$ cat src/rtl/uart_pkg.sv
// Shared types and constants for the UART transmitter.
// Holds the FSM state enum, parity selectors and the baud divisor helper.
package uart_pkg;

    typedef enum logic [2:0] {
        IDLE   = 3'd0,
        START  = 3'd1,
        DATA   = 3'd2,
        PARITY = 3'd3,
        STOP   = 3'd4
    } uart_tx_state_t;

    localparam int PARITY_ODD  = 0;
    localparam int PARITY_EVEN = 1;

    // clk cycles per serial bit, truncated
    function automatic int baud_ticks(
        input int sys_clk_freq,
        input int baud_rate
    );
        return sys_clk_freq / baud_rate;
    endfunction

endpackage

$ cat src/rtl/uart_baud_gen.sv
// Clear-able down-counter that paces one serial bit period.
// Ports: clk, reset (async, high), clear_i (reload), bit_tick_o (last cycle
// of a bit period), pre_tick_o (second-to-last cycle of a bit period).
module uart_baud_gen #(
    parameter int TICKS = 1085
) (
    input  logic clk,
    input  logic reset,
    input  logic clear_i,
    output logic bit_tick_o,
    output logic pre_tick_o
);

    localparam int CW = (TICKS > 1) ? $clog2(TICKS) : 1;
    localparam logic [CW-1:0] LOAD = CW'(TICKS - 1);
    localparam logic [CW-1:0] ONE  = CW'(1);

    logic [CW-1:0] cnt_q, cnt_d;

    always_comb begin
        cnt_d = cnt_q - ONE;
        if (clear_i || (cnt_q == '0)) begin
            cnt_d = LOAD;
        end
    end

    always_ff @(posedge clk or posedge reset) begin
        if (reset) begin
            cnt_q <= '0;
        end else begin
            cnt_q <= cnt_d;
        end
    end

    assign bit_tick_o = (cnt_q == '0);
    assign pre_tick_o = (cnt_q == ONE);

endmodule

$ cat src/rtl/uart_tx.sv
// UART transmitter with CTS flow control, optional parity, 1 or 2 stop bits.
// Ports: clk, reset (async, high), tx_data/tx_valid/tx_ready (word handshake),
// CTS (async flow control in), TX (serial out), busy, tx_done (1-cycle pulse).
module uart_tx
    import uart_pkg::*;
#(
    parameter int UART_SIZE     = 8,
    parameter int BAUD_RATE     = 115200,
    parameter int SYS_CLK_FREQ  = 125000000,
    parameter int PARITY_ENABLE = 0,
    parameter int PARITY_TYPE   = 0,
    parameter int STOP_BITS     = 1
) (
    input  logic                 clk,
    input  logic                 reset,
    input  logic [UART_SIZE-1:0] tx_data,
    input  logic                 tx_valid,
    output logic                 tx_ready,
    input  logic                 CTS,
    output logic                 TX,
    output logic                 busy,
    output logic                 tx_done
);

    localparam int BAUD_TICKS = baud_ticks(SYS_CLK_FREQ, BAUD_RATE);
    localparam int BCW = $clog2(UART_SIZE + 1);
    localparam logic [BCW-1:0] LAST_DATA = BCW'(UART_SIZE - 1);
    localparam logic [BCW-1:0] LAST_STOP = BCW'(STOP_BITS - 1);
    localparam logic [BCW-1:0] ONE       = BCW'(1);

    uart_tx_state_t       state_q, state_d;
    logic [UART_SIZE-1:0] shift_q, shift_d;
    logic [BCW-1:0]       bit_cnt_q, bit_cnt_d;
    logic                 par_q, par_d;
    logic                 tx_q, tx_d;
    logic                 done_q, done_d;
    logic                 cts_meta_q, cts_s_q;
    logic                 accept;
    logic                 data_par;
    logic                 bit_tick;
    logic                 pre_tick;

    // parity is taken from the word at capture; the shifter consumes it later
    assign data_par = (PARITY_TYPE == PARITY_ODD) ? ~^tx_data : ^tx_data;

    assign tx_ready = (state_q == IDLE) && cts_s_q;
    assign accept   = tx_valid && tx_ready;

    uart_baud_gen #(
        .TICKS(BAUD_TICKS)
    ) u_baud (
        .clk       (clk),
        .reset     (reset),
        .clear_i   (state_q == IDLE),
        .bit_tick_o(bit_tick),
        .pre_tick_o(pre_tick)
    );

    always_comb begin
        state_d   = state_q;
        shift_d   = shift_q;
        bit_cnt_d = bit_cnt_q;
        par_d     = par_q;
        tx_d      = tx_q;
        done_d    = 1'b0;
        unique case (state_q)
            IDLE: begin
                if (accept) begin
                    state_d   = START;
                    shift_d   = tx_data;
                    par_d     = data_par;
                    bit_cnt_d = '0;
                    tx_d      = 1'b0;
                end
            end
            START: begin
                if (bit_tick) begin
                    state_d = DATA;
                    tx_d    = shift_q[0];
                end
            end
            DATA: begin
                if (bit_tick) begin
                    if (bit_cnt_q == LAST_DATA) begin
                        bit_cnt_d = '0;
                        if (PARITY_ENABLE != 0) begin
                            state_d = PARITY;
                            tx_d    = par_q;
                        end else begin
                            state_d = STOP;
                            tx_d    = 1'b1;
                        end
                    end else begin
                        bit_cnt_d = bit_cnt_q + ONE;
                        shift_d   = shift_q >> 1;
                        tx_d      = shift_d[0];
                    end
                end
            end
            PARITY: begin
                if (bit_tick) begin
                    state_d = STOP;
                    tx_d    = 1'b1;
                end
            end
            STOP: begin
                // leave one cycle early: the first IDLE cycle is the last
                // stop cycle, so a word accepted there starts with no gap
                if ((bit_cnt_q == LAST_STOP) && pre_tick) begin
                    state_d   = IDLE;
                    bit_cnt_d = '0;
                    done_d    = 1'b1;
                end else if (bit_tick) begin
                    bit_cnt_d = bit_cnt_q + ONE;
                end
            end
            default: begin
                state_d = IDLE;
                tx_d    = 1'b1;
            end
        endcase
    end

    always_ff @(posedge clk or posedge reset) begin
        if (reset) begin
            state_q    <= IDLE;
            shift_q    <= '0;
            bit_cnt_q  <= '0;
            par_q      <= 1'b0;
            tx_q       <= 1'b1;
            done_q     <= 1'b0;
            cts_meta_q <= 1'b0;
            cts_s_q    <= 1'b0;
        end else begin
            state_q    <= state_d;
            shift_q    <= shift_d;
            bit_cnt_q  <= bit_cnt_d;
            par_q      <= par_d;
            tx_q       <= tx_d;
            done_q     <= done_d;
            cts_meta_q <= CTS;
            cts_s_q    <= cts_meta_q;
        end
    end

    assign TX      = tx_q;
    assign busy    = (state_q != IDLE);
    assign tx_done = done_q;

endmodule

$ cat config.mk
export PLATFORM = sky130hd
export DESIGN_NAME = uart_tx
export DESIGN_NICKNAME = d
export VERILOG_FILES = /design/src/rtl/uart_pkg.sv /design/src/rtl/uart_baud_gen.sv /design/src/rtl/uart_tx.sv
export SDC_FILE = /design/constraint.sdc
export NUM_CORES = 1
export LEC_CHECK = 0
export CAP_MARGIN = 15
export CELL_PAD_IN_SITES_DETAIL_PLACEMENT = 1
export CELL_PAD_IN_SITES_GLOBAL_PLACEMENT = 1
export CORE_MARGIN = 3
export CORE_UTILIZATION = 35
export CTS_BUF_LIST = sky130_fd_sc_hd__clkbuf_8 sky130_fd_sc_hd__clkbuf_16
export DETAILED_ROUTE_END_ITERATION = 7
export PLACE_DENSITY_LB_ADDON = 0.1
export REMOVE_ABC_BUFFERS = 1
export SLEW_MARGIN = 0
export SYNTH_ARGS = -nofsm -noshare
export SYNTH_HDL_FRONTEND = slang
export SYNTH_SLANG_ARGS = --single-unit
$ cat constraint.sdc
create_clock -name clk -period 2.6 [get_ports clk]
set_input_delay 0.26 -clock clk [delete_from_list [all_inputs] [get_ports clk]]
set_output_delay 0.26 -clock clk [all_outputs]
set_load 0.01 [all_outputs]
* Word level (Yosys, flattened, before mapping)
Index checks and enable logic that the tools add are counted.
** Word-level totals
- Bits in registers :: 30
- Input bits :: 12
- Logic and storage cells :: 65
** Operators by class
- Add/sub/neg operators :: 2
- Equal/unequal tests :: 14
- Multiplexer cells :: 26
- Bitwise logic cells :: 1
- Reductions and logical operators :: 14
** Operator list (count)
- 8-bit two-way mux :: 3
- 4-bit two-way mux :: 5
- 3-bit two-way mux :: 6
- 8-bit case mux with 2 select lines :: 1
- 3-bit case mux with 5 select lines :: 1
- 2-bit != test (second input constant) :: 7
- 4-bit case mux with 3 select lines :: 1
- 11-bit by 1-bit equality test with 1-bit output (second input constant) :: 1
- 11-bit zero test :: 1
- 11-bit two-way mux :: 1
- 11-bit by 1-bit subtractor with 11-bit output (second input constant) :: 1
- 4-bit AND reduction :: 2
- 1-bit two-way mux :: 7
- 3-bit by 2-bit equality test with 1-bit output (second input constant) :: 2
- 6-bit AND reduction :: 1
- 3-bit nonzero test :: 2
- 1-bit case mux with 5 select lines :: 1
- 5-bit AND reduction :: 1
- 4-bit by 1-bit adder with 4-bit output (second input constant) :: 1
- 4-bit by 3-bit equality test with 1-bit output (second input constant) :: 1
- 4-bit zero test :: 1
- 3-bit by 1-bit equality test with 1-bit output (second input constant) :: 1
- 3-bit equality test (second input constant) :: 1
- 1-bit logical AND :: 3
- 5 further kinds :: 5

* Logic depth before layout (Yosys ltp)
- Depth in word-level cells :: 5
- Mapped depth :: 8

* Modules after synthesis
Synthesis repeated with hierarchy kept, for this count alone.
** Unflattened totals
- Cell total of the unflattened synthesis :: 165
- Area, all modules :: 1635.3 um2
** Modules (own cells, without submodules)
- uart_tx :: instances 1, cells an instance 105, area an instance 1043.5 um2
- uart_baud_gen :: instances 1, cells an instance 60, area an instance 591.8 um2

* Worst setup path after synthesis
Ideal clock, no wire load.
- Path kind :: register -> register
- Start :: register u_baud.cnt_q[3]
- End :: register shift_q[0]
- Library setup time :: 0.081 ns
- Data arrival time :: 2.037 ns
- Setup slack :: 0.481 ns
- Cell stages (with the launch flop) :: 7
- Buffers on the path :: 1
- Clock period less this slack :: 2.119 ns
- Cell sequence :: dfrtp_1 > or4_4 > or4_4 > a21oi_4 > buf_6 > nor2_2 > a31oi_2
** Between the ends
- Word-level cells in the longest chain between the ends :: 3
** RTL lines
- from (decl) :: RTL line uart_baud_gen.sv:18 : logic [CW-1:0] cnt_q, cnt_d;
- from (signal assigned) :: RTL line uart_baud_gen.sv:31 : cnt_q <= cnt_d;
- 11-bit zero test :: RTL line uart_baud_gen.sv:35 : assign bit_tick_o = (cnt_q == '0);
- 2-bit != test (no line)
- 4-bit AND reduction (no line)
- to (signal assigned) :: RTL line uart_tx.sv:136 : shift_q <= shift_d;
- to (decl) :: RTL line uart_tx.sv:32 : logic [UART_SIZE-1:0] shift_q, shift_d;
Every way passes these cells.
A chain may end at the register's enable or synchronous reset.

* Final worst setup path
- Start :: register u_baud.cnt_q[3]
- End :: register shift_q[4]
Same word-level chain as after synthesis.

==> results.json <==
{
  "highest_clock_rate_mhz": 439,
  "source_to_sink_clock_delay_at_the_later_pin_of_the_worst_skew_pair_ns": 0.28,
  "pd_cells_mw_per_mm2": 705,
  "clk_transition_reported_paths_ns": 0.06,
  "grt_use_total": 0.163,
  "post_synth_edffs": 0,
  "detail_route.drc_violations": 0,
  "cts.path.max_buffers": 2,
  "status": "complete, no violations",
  "static-leakage-power_uw": 0.000805,
  "worst_slew_pin_slew_ns": 0.601,
  "cts-buffers-inserted": 5,
  "postCtsHoldBufs": 0,
  "ratio_of_cells_with_drive_above_1_in_the_final_layout": 0.118,
  "clock_tree.htree_level_count": 2,
  "worst-path-max-fanout": 16,
  "vias": 1297,
  "setup-tns-final_ns": 0,
  "seq_power_share": 0.504,
  "syn2layout_area_growth_pct": 16.7,
  "clock_sinks": 30,
  "fp.dieArea_mm2": 0.00549,
  "synth-seq-area-share": 0.463,
  "cts_resized": 0,
  "yosys_warnings": 0,
  "insertedDiodeCount": 0,
  "detailedPlace.worstSlack_ns": 0.334,
  "cts_tree": "done",
  "finalHoldWorstSlack_ns": 0.350,
  "hold_viol_final": 0,
  "overflow": 0,
  "sw_frac_of_total": 0.328,
  "setup_slack_ns": 0.322,
  "detailed_router_s_first_iteration_violation_count": 48,
  "fp.dieW_um": 74.1,
  "avgSynthCellArea_um2": 9.39,
  "post_synth_num_cell_types": 46,
  "ys_dominant_reg_cell": "sky130_fd_sc_hd__dfrtp_1",
  "drv_slew": 0,
  "worst-endpoint-required_ns": 2.80,
  "fill_cells": 517,
  "grt_setup_unrepaired": "false",
  "number_of_placed_i_o_pins": 16,
  "final_net_count": 212,
  "internal-power_uw": 899,
  "finalSetupViolations": 0,
  "synthArstFlopShare": 1.00,
  "die-height_um": 74.1,
  "drt_wl_total_um": 3930,
  "ir_worst_vdd_mv": 0.275,
  "combPwrFrac": 0.238,
  "routed_wire_length_per_instance_um": 15.9,
  "core_area_mm2": 0.00441,
  "postRouteAntennaNets": 0,
  "cts_post_setup_buffers_inserted": 0,
  "placementRows": 24,
  "synth-seq-cells": 30,
  "end_kind": "flop",
  "post-route-period-util": 0.876,
  "grt_pass1_vias": 1385,
  "crit_path_arrival_time_ns": 2.48,
  "syn-cell-area_mm2": 0.00162,
  "timing.critical_path.from_type": "flop",
  "clockRootBuffer": "sky130_fd_sc_hd__clkbuf_8",
  "grt_start_max_net_pins": 31,
  "total_power_uw": 1340,
  "port-buffer-count": 15,
  "final_core_util": 0.429,
  "global_route_wire_length_before_repair_um": 6740,
  "grt_antenna_before_repair": 0,
  "worst-r2r-setup-slack_ns": 0.32,
  "maxCapViolations": 0,
  "power.switching_uw": 438,
  "slew_headroom": 0.594,
  "floorplan.initialDensity": 0.368,
  "place_congestion": 0.764,
  "dp_hpwl_um": 2920,
  "synth_cells": 173,
  "detail_route.vias_per_cell": 5.25,
  "holdCritPathClass": "in2async",
  "fin_skew_ns": 0.00278,
  "final.min_clock_period_ns": 2.28,
  "drtPass1Iterations": 4,
  "crit_type": "reg2reg",
  "p_clk_frac": 0.259
}
[placed cells by master (no fill, tap or decap), drive strengths merged, types with 2 or more instances in the layout]
cell type,n
nand2,31
dfrtp,29
nor2,24
clkdlybuf4s50,15
o21ai,11
inv,9
a31oi,7
ha,5
clkbuf,5
xor2,4
xnor2,4
buf,4
nor3,3
nand3,3
nand2b,3
or2,3
a21oi,3
or3,3
nor4,2
o22a,2
o31ai,2
or4,2
o32a,2
and2,2
[cells in the mapped netlist, types with 2 or more instances]
cell                       number  area (um2)
sky130_fd_sc_hd__nand3_1        3        15.0
sky130_fd_sc_hd__inv_1          7        26.3
sky130_fd_sc_hd__or2_2          3        18.8
sky130_fd_sc_hd__or4_4          2        22.5
sky130_fd_sc_hd__nand2b_1       3        18.8
sky130_fd_sc_hd__nor4_1         2        12.5
sky130_fd_sc_hd__o21ai_0       11        55.1
sky130_fd_sc_hd__nor3_1         3        15.0
sky130_fd_sc_hd__a21oi_1        2        10.0
sky130_fd_sc_hd__xnor2_1        4        35.0
sky130_fd_sc_hd__buf_6          2        22.5
sky130_fd_sc_hd__nor2_1        23        86.3
sky130_fd_sc_hd__dfrtp_1       29         726
sky130_fd_sc_hd__or3_1          2        12.5
sky130_fd_sc_hd__a31oi_1        6        37.5
sky130_fd_sc_hd__o22a_1         2        17.5
sky130_fd_sc_hd__o31ai_1        2        15.0
sky130_fd_sc_hd__xor2_1         4        35.0
sky130_fd_sc_hd__clkbuf_8       2        27.5
sky130_fd_sc_hd__ha_1           5        62.6
sky130_fd_sc_hd__nand2_1       30         113
sky130_fd_sc_hd__o32a_1         2        20.0
[cell families (layout without fill, tap and decap cells)]
kind of cell / Yosys count / after routing / share of synthesized area
flops: 30 / 30 / 0.463
fa+ha+maj: 5 / 5 / 0.0385
simple gates: 86 / 86 / 0.263
xor+xnor: 8 / 8 / 0.0431
compound gates: 33 / 33 / 0.146
buf+inv: 11 / 33 / 0.0470
[area by class of cell]
type                            count  area, um2  area share
Multi-Input combinational cell    132        796       0.420
Clock inverter                      2       7.51     0.00396
Sequential cell                    30        752       0.397
Clock buffer                        5       68.8      0.0363
Tap cell                           52       65.1      0.0343
Inverter                            7       26.3      0.0139
Timing Repair Buffer               19        180      0.0950
[final timing paths]
check | start | cells past startpoint | to
min reg2reg | cts_meta_q | 0 | cts_s_q
min | reset | 3 | shift_q[3]
min in group clk | cts_meta_q | 0 | cts_s_q
max reg2reg | u_baud.cnt_q[3] | 5 | shift_q[4]
max in group asynchronous | reset | 3 | TX
max | u_baud.cnt_q[3] | 5 | shift_q[4]
[worst max-delay path: stages (launching register included)]
cell	delay [ns]
sky130_fd_sc_hd__dfrtp_1	0.43
sky130_fd_sc_hd__or4_4	0.58
sky130_fd_sc_hd__or4_4	0.56
sky130_fd_sc_hd__a21oi_4	0.40
sky130_fd_sc_hd__nor2_1	0.08
sky130_fd_sc_hd__a31oi_1	0.15
[metal layers]
layer | share of wire | up-vias | GRT usage
met5 | 0 | - | 0
met4 | 0.023 | 0 | 0.0825
met3 | 0.026 | 10 | 0.0486
met2 | 0.49 | 15 | 0.265
met1 | 0.46 | 629 | 0.196
li1 | - | 643 | -
[power by group through the flow]
stage	clock network (uW)	logic [uW]	registers, uW
6_report	346	318	673
5_1_grt	385	369	689
4_1_cts	362	324	673
3_5_place_dp	0	322	681
3_3_place_gp	0	309	673
2_1_floorplan	0	241	646
[registers in the layout (all words and copies together), names as in the netlist]
register	cells
bit_cnt_q	4
tx_done	1
cts_meta_q	1
state_q	3
TX	1
shift_q	8
u_baud.cnt_q	11
cts_s_q	1
[stage by stage]
stage / cells / area [um2]
after CTS: 247 / 1900
after detailed placement: 240 / 1820
after floorplan: 169 / 1570
after global placement: 240 / 1820
after global routing: 247 / 1900
final: 247 / 1900
Note: power is estimated with default switching activity, not from simulation.
